[src/rtl/alu_cmd_sequencer_if.sv]
// ============================================================================
//  Module      : alu_cmd_sequencer_if
//  Description : Command, ALU-drive and response bundle of the ALU sequencer.
//  Revision    : 1.0 - initial release
// ============================================================================
`default_nettype none

interface alu_cmd_sequencer_if #(
    parameter int WIDTH = 16,
    parameter int SEL_W = 12
);
    logic             cmd_valid;
    logic             cmd_ready;
    logic [3:0]       cmd_op;
    logic [WIDTH-1:0] cmd_a;
    logic [WIDTH-1:0] cmd_b;
    logic             cmd_use_acc;

    logic [WIDTH-1:0] alu_a;
    logic [WIDTH-1:0] alu_b;
    logic [SEL_W-1:0] alu_sel;
    logic             alu_sub;
    logic [WIDTH-1:0] alu_res;
    logic             alu_carry;

    logic             rsp_valid;
    logic             rsp_ready;
    logic [WIDTH-1:0] rsp_data;
    logic             rsp_carry;
    logic             rsp_err;
    logic [WIDTH-1:0] acc;

    // Sequencer side
    modport slave (
        input  cmd_valid, cmd_op, cmd_a, cmd_b, cmd_use_acc,
        input  alu_res, alu_carry, rsp_ready,
        output cmd_ready, alu_a, alu_b, alu_sel, alu_sub,
        output rsp_valid, rsp_data, rsp_carry, rsp_err, acc
    );

    // Host / ALU side
    modport master (
        output cmd_valid, cmd_op, cmd_a, cmd_b, cmd_use_acc,
        output alu_res, alu_carry, rsp_ready,
        input  cmd_ready, alu_a, alu_b, alu_sel, alu_sub,
        input  rsp_valid, rsp_data, rsp_carry, rsp_err, acc
    );
endinterface

`default_nettype wire

[src/rtl/alu_cmd_sequencer.sv]
// ============================================================================
//  Module      : alu_cmd_sequencer
//  Description : Accepts ALU commands, drives one-hot select and operands,
//                captures the settled result into the accumulator and responds.
//  Revision    : 1.0 - initial release
// ============================================================================
`default_nettype none

module alu_cmd_sequencer #(
    parameter int WIDTH  = 16,
    parameter int SEL_W  = 12,
    parameter int SETTLE = 1
) (
    input  wire logic          clk,
    input  wire logic          rst,
    alu_cmd_sequencer_if.slave bus
);

    localparam logic [3:0]       c_op_add   = 4'd7;
    localparam logic [3:0]       c_op_sub   = 4'd8;
    localparam logic [3:0]       c_op_clear = 4'd11;
    localparam logic [3:0]       c_num_ops  = 4'd12;
    localparam logic [3:0]       c_settle   = 4'(SETTLE);
    localparam logic [SEL_W-1:0] c_sel_one  = SEL_W'(1);

    typedef enum logic [1:0] {
        S_IDLE = 2'd0,
        S_EXEC = 2'd1,
        S_RESP = 2'd2
    } state_t;

    state_t           r_state;
    state_t           w_state_nxt;
    logic             w_cmd_ready;
    logic             w_rsp_valid;
    logic             w_accept;
    logic             w_legal;
    logic             w_last;

    logic [3:0]       r_op;
    logic [3:0]       r_cnt;
    logic [WIDTH-1:0] r_a;
    logic [WIDTH-1:0] r_b;
    logic [SEL_W-1:0] r_sel;
    logic             r_sub;
    logic [WIDTH-1:0] r_rsp_data;
    logic             r_rsp_carry;
    logic             r_rsp_err;
    logic [WIDTH-1:0] r_acc;

    assign w_legal  = (bus.cmd_op < c_num_ops);
    assign w_accept = bus.cmd_valid && w_cmd_ready;
    assign w_last   = (r_cnt == 4'd0);

    always_ff @(posedge clk) begin
        if (rst) begin
            r_state <= S_IDLE;
        end else begin
            r_state <= w_state_nxt;
        end
    end

    always_comb begin
        w_state_nxt = r_state;
        w_cmd_ready = 1'b0;
        w_rsp_valid = 1'b0;
        case (r_state)
            S_IDLE: begin
                // Held low while rst is high so nothing is accepted during reset
                w_cmd_ready = !rst;
                if (w_accept) begin
                    w_state_nxt = w_legal ? S_EXEC : S_RESP;
                end
            end
            S_EXEC: begin
                if (w_last) begin
                    w_state_nxt = S_RESP;
                end
            end
            S_RESP: begin
                w_rsp_valid = 1'b1;
                if (bus.rsp_ready) begin
                    w_state_nxt = S_IDLE;
                end
            end
            default: begin
                w_state_nxt = S_IDLE;
            end
        endcase
    end

    always_ff @(posedge clk) begin
        if (rst) begin
            r_op        <= '0;
            r_cnt       <= '0;
            r_a         <= '0;
            r_b         <= '0;
            r_sel       <= '0;
            r_sub       <= 1'b0;
            r_rsp_data  <= '0;
            r_rsp_carry <= 1'b0;
            r_rsp_err   <= 1'b0;
            r_acc       <= '0;
        end else begin
            case (r_state)
                S_IDLE: begin
                    if (w_accept) begin
                        if (w_legal) begin
                            r_op  <= bus.cmd_op;
                            r_sel <= c_sel_one << bus.cmd_op;
                            r_a   <= bus.cmd_use_acc ? r_acc : bus.cmd_a;
                            r_b   <= bus.cmd_b;
                            r_sub <= (bus.cmd_op == c_op_sub);
                            r_cnt <= c_settle;
                        end else begin
                            r_rsp_data  <= '0;
                            r_rsp_carry <= 1'b0;
                            r_rsp_err   <= 1'b1;
                        end
                    end
                end
                S_EXEC: begin
                    if (w_last) begin
                        // CLEAR ignores whatever the mux presents
                        r_rsp_data  <= (r_op == c_op_clear) ? '0 : bus.alu_res;
                        r_acc       <= (r_op == c_op_clear) ? '0 : bus.alu_res;
                        r_rsp_carry <= ((r_op == c_op_add) || (r_op == c_op_sub)) ?
                                       bus.alu_carry : 1'b0;
                        r_rsp_err   <= 1'b0;
                        r_sel       <= '0;
                        r_sub       <= 1'b0;
                    end else begin
                        r_cnt <= r_cnt - 4'd1;
                    end
                end
                default: begin
                end
            endcase
        end
    end

    assign bus.cmd_ready = w_cmd_ready;
    assign bus.rsp_valid = w_rsp_valid;
    assign bus.alu_a     = r_a;
    assign bus.alu_b     = r_b;
    assign bus.alu_sel   = r_sel;
    assign bus.alu_sub   = r_sub;
    assign bus.rsp_data  = r_rsp_data;
    assign bus.rsp_carry = r_rsp_carry;
    assign bus.rsp_err   = r_rsp_err;
    assign bus.acc       = r_acc;

endmodule

`default_nettype wire

[src/flat_wrapper.sv]
// flat-port wrapper written by rule: the top's interface ports become plain ports
module alu_cmd_sequencer_flat 
#(
    parameter int WIDTH  = 16,
    parameter int SEL_W  = 12,
    parameter int SETTLE = 1
)
  (clk, rst, bus_cmd_valid, bus_cmd_op, bus_cmd_a, bus_cmd_b, bus_cmd_use_acc, bus_alu_res, bus_alu_carry, bus_rsp_ready, bus_cmd_ready, bus_alu_a, bus_alu_b, bus_alu_sel, bus_alu_sub, bus_rsp_valid, bus_rsp_data, bus_rsp_carry, bus_rsp_err, bus_acc);
  alu_cmd_sequencer_if #(.WIDTH(WIDTH), .SEL_W(SEL_W)) bus_i ();
  input  wire logic clk;
  input  wire logic rst;
  input wire logic [$bits(bus_i.cmd_valid)-1:0] bus_cmd_valid;
  input wire logic [$bits(bus_i.cmd_op)-1:0] bus_cmd_op;
  input wire logic [$bits(bus_i.cmd_a)-1:0] bus_cmd_a;
  input wire logic [$bits(bus_i.cmd_b)-1:0] bus_cmd_b;
  input wire logic [$bits(bus_i.cmd_use_acc)-1:0] bus_cmd_use_acc;
  input wire logic [$bits(bus_i.alu_res)-1:0] bus_alu_res;
  input wire logic [$bits(bus_i.alu_carry)-1:0] bus_alu_carry;
  input wire logic [$bits(bus_i.rsp_ready)-1:0] bus_rsp_ready;
  output wire logic [$bits(bus_i.cmd_ready)-1:0] bus_cmd_ready;
  output wire logic [$bits(bus_i.alu_a)-1:0] bus_alu_a;
  output wire logic [$bits(bus_i.alu_b)-1:0] bus_alu_b;
  output wire logic [$bits(bus_i.alu_sel)-1:0] bus_alu_sel;
  output wire logic [$bits(bus_i.alu_sub)-1:0] bus_alu_sub;
  output wire logic [$bits(bus_i.rsp_valid)-1:0] bus_rsp_valid;
  output wire logic [$bits(bus_i.rsp_data)-1:0] bus_rsp_data;
  output wire logic [$bits(bus_i.rsp_carry)-1:0] bus_rsp_carry;
  output wire logic [$bits(bus_i.rsp_err)-1:0] bus_rsp_err;
  output wire logic [$bits(bus_i.acc)-1:0] bus_acc;
  assign bus_i.cmd_valid = bus_cmd_valid;
  assign bus_i.cmd_op = bus_cmd_op;
  assign bus_i.cmd_a = bus_cmd_a;
  assign bus_i.cmd_b = bus_cmd_b;
  assign bus_i.cmd_use_acc = bus_cmd_use_acc;
  assign bus_i.alu_res = bus_alu_res;
  assign bus_i.alu_carry = bus_alu_carry;
  assign bus_i.rsp_ready = bus_rsp_ready;
  assign bus_cmd_ready = bus_i.cmd_ready;
  assign bus_alu_a = bus_i.alu_a;
  assign bus_alu_b = bus_i.alu_b;
  assign bus_alu_sel = bus_i.alu_sel;
  assign bus_alu_sub = bus_i.alu_sub;
  assign bus_rsp_valid = bus_i.rsp_valid;
  assign bus_rsp_data = bus_i.rsp_data;
  assign bus_rsp_carry = bus_i.rsp_carry;
  assign bus_rsp_err = bus_i.rsp_err;
  assign bus_acc = bus_i.acc;
  alu_cmd_sequencer #(.WIDTH(WIDTH), .SEL_W(SEL_W), .SETTLE(SETTLE)) u_core (.clk(clk), .rst(rst), .bus(bus_i));
endmodule
[config.mk]
export PLATFORM = sky130hd
export DESIGN_NAME = alu_cmd_sequencer_flat
export DESIGN_NICKNAME = d
export VERILOG_FILES = /design/src/rtl/alu_cmd_sequencer_if.sv /design/src/rtl/alu_cmd_sequencer.sv /design/src/flat_wrapper.sv
export SDC_FILE = /design/constraint.sdc
export NUM_CORES = 1
export LEC_CHECK = 0
export ABC_AREA = 1
export CELL_PAD_IN_SITES_DETAIL_PLACEMENT = 0
export CELL_PAD_IN_SITES_GLOBAL_PLACEMENT = 1
export CORE_UTILIZATION = 31
export DETAILED_ROUTE_END_ITERATION = 10
export PLACE_DENSITY_LB_ADDON = 0.1
export SLEW_MARGIN = 20
export SYNTH_ARGS = -nofsm -noshare
export SYNTH_HDL_FRONTEND = slang
export SYNTH_SLANG_ARGS = --single-unit
[constraint.sdc]
create_clock -name clk -period 2.2 [get_ports clk]
set_clock_uncertainty 0.1 [all_clocks]
set_input_delay 0.22 -clock clk [delete_from_list [all_inputs] [get_ports clk]]
set_output_delay 0.22 -clock clk [all_outputs]
set_load 0.05 [all_outputs]
# ---- Word-level counts from Yosys, hierarchy flattened
# Cells that the tools add are included.
dict set report word_totals {
  reg_bits 89
  latchBits 0
  ramBits 0
  mem_bits_ro 0
  inputBits 58
  out_inout_bits 81
  elab_cells 71
  n_memories 0
}
dict set report classes {
  addsub 1
  mul 0
  div_mod_pow 0
  order_cmp 1
  n_eq_ne 12
  shifts 1
  n_mux 33
  bitwise_logic 0
  reduce_logical 12
}
# cell n
set ops {}
lappend ops {{$mux 16} 5}
lappend ops {{$mux 12} 3}
lappend ops {{$pmux 16 s2} 1}
lappend ops {{$pmux 12 s2} 1}
lappend ops {{$eq 4x4->1 const B} 3}
lappend ops {{$mux 4} 3}
lappend ops {{$reduce_and 4->1} 3}
lappend ops {{$shl 1x4->12 const A} 1}
lappend ops {{$mux 1} 11}
lappend ops {{$mux 2} 4}
lappend ops {{$pmux 4 s2} 1}
lappend ops {{$ne 2x1->1 const B} 3}
lappend ops {{$ne 2x2->1 const B} 3}
lappend ops {{$pmux 1 s2} 3}
lappend ops {{$pmux 2 s3} 1}
lappend ops {{$reduce_and 3->1} 2}
lappend ops {{$eq 4x3->1 const B} 1}
lappend ops {{$logic_not 4->1} 1}
lappend ops {{$lt 4x4->1 const B} 1}
lappend ops {{$sub 4x1->4 const B} 1}
lappend ops {{$eq 2x1->1 const B} 1}
lappend ops {{$eq 2x2->1 const B} 1}
lappend ops {{$logic_not 2->1} 1}
lappend ops {{$reduce_and 2->1} 1}
lappend ops {{4 further kinds} 4}

# ---- Logic depth before layout (Yosys ltp)
# Gate-level depths: netlist of the first run.
dict set report depth {
  ltp_word 5
  depth_mapped 10
  depth_no_buf 9
}

# ---- Worst setup path after synthesis of the first run
# OpenSTA, ideal clock, no wires.
dict set report synth_timing {
  path_kind {register to output}
  from {reg u_core.r_state[1]}
  to {out bus_cmd_ready}
  arrival_time_ns 1.486
  required_time_ns 1.880
  path_slack_ns 0.394
  stages_incl_launch_ff 2
  path_buffers 0
  cell_sequence {dfxtp_1 nor3_1}
}
dict set report synth_via {
  elab_chain_cells 2
}
# item line_no
set synth_rtl {}
lappend synth_rtl {{start: declaration} alu_cmd_sequencer.sv:32} ;# state_t r_state;
lappend synth_rtl {{start signal: assignment} alu_cmd_sequencer.sv:59} ;# r_state <= w_state_nxt;
lappend synth_rtl {{$logic_not 2->1} alu_cmd_sequencer.sv:67} ;# case (r_state)
lappend synth_rtl {{$mux 1} alu_cmd_sequencer.sv:67}
lappend synth_rtl {{end: declaration} flat_wrapper.sv:20} ;# output wire logic [$bits(bus_i.cmd_ready)-1:0] bus_cmd_ready;
# No other way between the ends.

# ---- Worst setup path in the final report of the first run
dict set report layout_timing {
  from {reg u_core.r_acc[1], in the netlist u_core.bus.acc[1]}
  to {out bus_acc[1]}
}
# item line_no
set layout_rtl {}
lappend layout_rtl {{start: declaration} alu_cmd_sequencer.sv:49} ;# logic [WIDTH-1:0] r_acc;
lappend layout_rtl {{start signal: assignment} alu_cmd_sequencer.sv:126} ;# r_acc <= (r_op == c_op_clear) ? '0 : bus.alu_res;
lappend layout_rtl {{end: declaration} flat_wrapper.sv:29} ;# output wire logic [$bits(bus_i.acc)-1:0] bus_acc;
# No word-level cell between the ends.

==> impl_metrics.env, run 1 <==
export IMPL_status="finished clean"
export IMPL_diodes=0
export IMPL_finalNonFillerCells=725
export IMPL_hold_slack_ns=0.225
export IMPL_netlist_area_sq_mm=0.00357
export IMPL_critPathCaptureType="primary output"
export IMPL_slew_headroom=0.631
export IMPL_firstDrtPassIters=4
export IMPL_ctsHoldBuffers=0
export IMPL_grt_remaining_overflow=0
export IMPL_cts_resized_gates=0
export IMPL_crit_family="buffers and inverters"
export IMPL_power_frac_comb=0.219
export IMPL_clock_root_buffer="clkbuf_16"
export IMPL_ir_drop_v=0.000327
export IMPL_grt_pass1_wl_um=15600
export IMPL_start_util=0.324
export IMPL_portBuffers=138
export IMPL_crit_path_start_kind="register"
export IMPL_netlist_area_leader_share=0.499
export IMPL_crit_cells=1
export IMPL_post_cts_buffers=0
export IMPL_coreArea_sq_mm=0.0110
export IMPL_synth_adder_area_share=0.00350
export IMPL_area_growth_pct=50.2
export IMPL_antenna_found_initial=0
export IMPL_setup_viol_count_final=0
export IMPL_grt_pass1_vias=3116
export IMPL_synth_area_top_cells="dfxtp_1, nand2_1, a21oi_1"
export IMPL_maxSlewViolCount=0
export IMPL_cap_violations=0
export IMPL_final_area_sq_mm=0.00536
export IMPL_wirelength_um=10100
export IMPL_intPower_uw=3050
export IMPL_seq_area_frac_synth=0.499
export IMPL_synth_top_family_by_area="simple AND/OR/NAND/NOR gates"
export IMPL_worstPathMaxFanout=3
export IMPL_synthTopCellsByCount="nand2_1, dfxtp_1, a21oi_1, nor2_1, o21ai_0"
export IMPL_grt_max_degree=49
export IMPL_cts_buffers=9
export IMPL_synth_avg_cell_area_sq_um=7.99
export IMPL_yosys_area_top_type="dfxtp_1"
export IMPL_slowest_delay_ns=0.85
export IMPL_clkTransAtPathRegs_ns=0.06
export IMPL_swShare=0.293
export IMPL_p_switching_uw=1260
export IMPL_ff2ff_path_depth=7
export IMPL_place_inst=710
export IMPL_crit_buf_inv=1
export IMPL_die_h_um=109
export IMPL_rsz0062_at_grt="false"
export IMPL_pwr_share_seq=0.410
export IMPL_fin_crit_ns=1.89
export IMPL_clock_path_buffers=2
export IMPL_hold_depth=2
export IMPL_dpl_cell_area_sq_mm=0.00505
export IMPL_dp_hpwl_um=7170
export IMPL_cpMaxStageDelayCell="clkdlybuf4s50_1"
export IMPL_die_area_sq_mm=0.0120
export IMPL_cts_sinks=89
export IMPL_criticalPathCategory="reg -> out"
export IMPL_worstPathRequired_ns=1.88
export IMPL_via_per_inst=4.59
export IMPL_cts_tree="yes"
export IMPL_nNetsFinal=640
export IMPL_synth_warnings=0
export IMPL_worstMarginPinSlew_ns=0.551
export IMPL_drc=0
export IMPL_setup_tns_ns=0
export IMPL_antenna_left=0
export IMPL_path_cells="clkdlybuf4s50_1"
export IMPL_setup_slack_ns=0.306
export IMPL_async_flop_share=0
export IMPL_min_path_type="in -> reg"
export IMPL_p_leak_uw=0.00204
export IMPL_synth_xor_area_frac=0
export IMPL_fmax_mhz=528
export IMPL_htree_num_levels=3
export IMPL_worstPathArrival_ns=1.57
export IMPL_synth_compound_gate_area_share=0.138
export IMPL_vias=3327
export IMPL_wl_per_cell_um=13.9
export IMPL_synth_nets=506
export IMPL_ys_flop_type="dfxtp_1"
export IMPL_p_clk_frac=0.371
export IMPL_synth_most_common_cell="nand2_1"
export IMPL_synthMuxAreaShare=0.0448
export IMPL_clk_latency_ns=0.33
export IMPL_hold_viol=0
export IMPL_boundaryPins=139
export IMPL_die_w_um=109
export IMPL_power_density_mw_per_mm2=804
export IMPL_drive_above_1_share=0.0718
export IMPL_place_ws_ns=0.345
export IMPL_gp_congestion=0.766
export IMPL_ys_seq_elements=89
export IMPL_synthesis_instances=447
export IMPL_first_iter_violations=128
export IMPL_fp_row_count=38
export IMPL_synth_cell_types=28
export IMPL_track_usage=0.170
export IMPL_synth_edf_count=0
export IMPL_synth_simple_area_share=0.248
export IMPL_period_share=0.861
==> cells by family (layout without fill, tap and decap cells) <==
| family | Yosys count | count (layout) |
|---|---|---|
| multiplexers | 16 | 16 |
| buffers and inverters | 48 | 186 |
| adder cells (fa/ha/maj) | 1 | 1 |
| AND/OR/NAND/NOR | 196 | 196 |
| AO/OA/AOI/OAI | 97 | 97 |
| flip-flops | 89 | 89 |
==> placed cells by master, fill, tap and decap left out, drive strengths merged <==
cell,netlist,final
a21oi,71,71
a31oi,1,1
buf,17,13
bufinv,0,2
clkbuf,8,10
clkdlybuf4s50,0,135
clkinv,0,2
clkinvlp,0,1
dfxtp,89,89
ha,1,1
inv,23,23
mux2i,16,16
nand2,116,116
nand3,10,10
nand3b,16,16
nand4,4,4
nor2,43,43
nor3,6,6
o21ai,24,24
o21bai,1,1
or2,1,1
==> state kept, by name, summed over array words and instances (netlist names) <==
signal and flops:
u_core.bus.acc 16, u_core.bus.alu_a 16, u_core.bus.alu_b 16, u_core.bus.alu_sel 12, u_core.bus.alu_sub 1, u_core.bus.rsp_carry 1
u_core.bus.rsp_data 16, u_core.bus.rsp_err 1, u_core.r_cnt 4, u_core.r_op 4, u_core.r_state 2
==> metrics by stage <==
| step | total power [uW] | utilization |
|---|---|---|
| final | 4310 | 0.486 |
| after global routing | 4510 | 0.486 |
| after CTS | 4370 | 0.486 |
| after detailed placement | 2750 | 0.458 |
| after global placement | 2750 | 0.458 |
| after floorplan | 2410 | - |
==> final cells by class <==
type / count / area, sq um
well taps: 140 / 175
fillers: 1138 / 5670
repair buffers: 148 / 1460
flip-flops and latches: 89 / 1780
clock buffers: 10 / 229
multi-input cells: 310 / 1550
clock inverters: 5 / 81.3
inverters: 23 / 86.3
==> power groups by stage <==
stage	Combinational, uW	Clock, uW	Sequential [uW]
6_report	944	1600	1770
5_1_grt	1020	1710	1780
4_1_cts	954	1650	1770
3_5_place_dp	951	0	1800
3_3_place_gp	949	0	1800
2_1_floorplan	316	0	2090
==> per-layer routing <==
| layer | track usage | vias up | wire length [um] |
|---|---|---|---|
| met5 | 0 | - | 0 |
| met3 | 0.0545 | 11 | 828 |
| met2 | 0.257 | 101 | 4280 |
| met1 | 0.225 | 1482 | 4810 |
| li1 | - | 1733 | - |
| met4 | 0.0629 | 0 | 130 |
==> worst register-to-register path: stages, from the launching register on <==
cell	delay (ns)
dfxtp_1	0.31
inv_1	0.09
ha_1	0.20
nand3_1	0.22
nor2_4	0.22
buf_4	0.24
nand3b_1	0.16
a21oi_1	0.17
==> worst paths after layout <==
| path | start | to | slack [ns] |
|---|---|---|---|
| setup / recovery | u_core.bus.acc[1]$_SDFFE_PP0P_ | bus_acc[1] | 0.31 |
| hold / removal | rst | u_core.bus.alu_b[13]$_SDFFE_PP0P_ | 0.23 |
| setup reg to reg | u_core.r_cnt[0]$_SDFFE_PP0P_ | u_core.bus.rsp_data[4]$_SDFFE_PP0P_ | 0.41 |
| hold reg to reg | u_core.bus.alu_b[13]$_SDFFE_PP0P_ | u_core.bus.alu_b[13]$_SDFFE_PP0P_ | 0.36 |
(Power assumes the default switching activity.)
==> inputs of run 2 (changes only) <==
- CAP_MARGIN: unset -> 20
- GPL_ROUTABILITY_DRIVEN: unset -> 0
==> results of run 2 <==
Final layout, timing and power as in run 1 (identical DEF).
==> inputs of run 3 (changes only) <==
- REMOVE_ABC_BUFFERS: unset -> 1
==> impl_metrics.env, run 3 (synthesis results as in run 1) <==
export IMPL_grt_pass1_vias=3178
export IMPL_fmax_mhz=535
export IMPL_fin_crit_ns=1.87
export IMPL_htree_num_levels=3
export IMPL_cts_buffers=9
export IMPL_via_per_inst=4.61
export IMPL_diodes=0
export IMPL_dpl_cell_area_sq_mm=0.00506
export IMPL_crit_path_start_kind="register"
export IMPL_first_iter_violations=124
export IMPL_post_cts_buffers=0
export IMPL_wl_per_cell_um=13.9
export IMPL_reg2reg_from="u_core.r_cnt[0]$_SDFFE_PP0P_"
export IMPL_start_util=0.324
export IMPL_wirelength_um=10100
export IMPL_setup_viol_count_final=0
export IMPL_layout_common_cells="clkdlybuf4s50_1, nand2_1, dfxtp_1, a21oi_1, nor2_1"
export IMPL_coreArea_sq_mm=0.0110
export IMPL_startpoint="u_core.bus.acc[11]$_SDFFE_PP0P_"
export IMPL_cts_resized_gates=0
export IMPL_cpMaxStageDelayCell="clkdlybuf4s50_1"
export IMPL_clock_path_buffers=2
export IMPL_die_w_um=109
export IMPL_crit_family="buffers and inverters"
export IMPL_firstDrtPassIters=4
export IMPL_hold_start="rst"
export IMPL_clk_latency_ns=0.33
export IMPL_slowest_delay_ns=0.85
export IMPL_antenna_found_initial=0
export IMPL_criticalPathCategory="reg -> out"
export IMPL_die_h_um=109
export IMPL_maxSlewViolCount=0
export IMPL_grt_max_degree=54
export IMPL_antenna_left=0
export IMPL_grt_pass1_wl_um=16100
export IMPL_grt_remaining_overflow=0
export IMPL_hold_viol=0
export IMPL_vias=3352
export IMPL_crit_buf_inv=1
export IMPL_clock_root_buffer="clkbuf_16"
export IMPL_p_leak_uw=0.00206
export IMPL_final_area_sq_mm=0.00541
export IMPL_path_cells="clkdlybuf4s50_1"
export IMPL_dp_hpwl_um=7040
export IMPL_period_share=0.850
export IMPL_boundaryPins=139
export IMPL_setup_tns_ns=0
export IMPL_worstMarginPinSlew_ns=0.537
export IMPL_ir_drop_v=0.000452
export IMPL_worstPathRequired_ns=1.88
export IMPL_final_common_cell="clkdlybuf4s50_1"
export IMPL_drive_above_1_share=0.0750
export IMPL_area_growth_pct=51.4
export IMPL_cts_sinks=89
export IMPL_worstPathArrival_ns=1.55
export IMPL_ctsHoldBuffers=0
export IMPL_rsz0062_at_grt="false"
export IMPL_status="finished clean"
export IMPL_nNetsFinal=641
export IMPL_portBuffers=138
export IMPL_drc=0
export IMPL_fp_row_count=38
export IMPL_clkTransAtPathRegs_ns=0.07
export IMPL_min_path_type="in -> reg"
export IMPL_slew_headroom=0.641
export IMPL_critPathCaptureType="primary output"
export IMPL_fin_total_pwr_uw=4480
export IMPL_track_usage=0.179
export IMPL_power_density_mw_per_mm2=828
export IMPL_worstPathMaxFanout=3
export IMPL_cap_violations=0
export IMPL_die_area_sq_mm=0.0120
export IMPL_cts_tree="yes"
==> run 3: cell count changes in the layout (fill, tap and decap cells not counted), sizes merged <==
cell | previous run | this run
bufinv | 2 | 3
buf | 13 | 14
clkinv | 2 | 1
clkbuf | 10 | 11
==> run 3: power by group <==
part           internal [uW]  total [uW]  leakage, uW  switching (uW)
sequential              1710        1770     0.000725            57.4
clock                   1140        1760     0.000166             625
combinational            350         945      0.00117             595
total                   3200        4480      0.00206            1280
==> run 3: final cells by class <==
type | instances | area (sq um)
flip-flops and latches | 89 | 1780
clock buffers | 11 | 243
clock inverters | 5 | 103
repair buffers | 149 | 1470
fillers | 1129 | 5620
inverters | 23 | 86.3
multi-input cells | 310 | 1550
well taps | 140 | 175
==> run 3: per-stage QoR <==
stage          utilization  instances  hold slack (ns)  setup WS, ns
5_1_grt              0.490        727            0.131         0.266
2_1_floorplan            -        422            0.189         0.394
3_5_place_dp         0.459        711            0.353         0.322
3_3_place_gp         0.459        711            0.348         0.366
6_report             0.490        727            0.120         0.331
4_1_cts              0.490        727            0.117         0.306
==> run 3: path summary, 6_finish.rpt <==
check	endpoint	slack (ns)	cells after the start
setup / recovery	bus_acc[11]	0.33	1
hold / removal	u_core.bus.alu_sel[8]$_SDFFE_PP0P_	0.12	2
setup reg to reg	u_core.bus.alu_sel[0]$_SDFFE_PP0P_	0.45	10
hold reg to reg	u_core.bus.rsp_data[6]$_SDFFE_PP0P_	0.36	2
==> run 3: layer usage <==
metal  vias up  track usage  routed length (um)
met3        10       0.0616                 595
met4         0       0.0600                 116
met1      1534        0.211                4480
met5         -            0                   0
met2        71        0.301                4950
li1       1737            -                   -
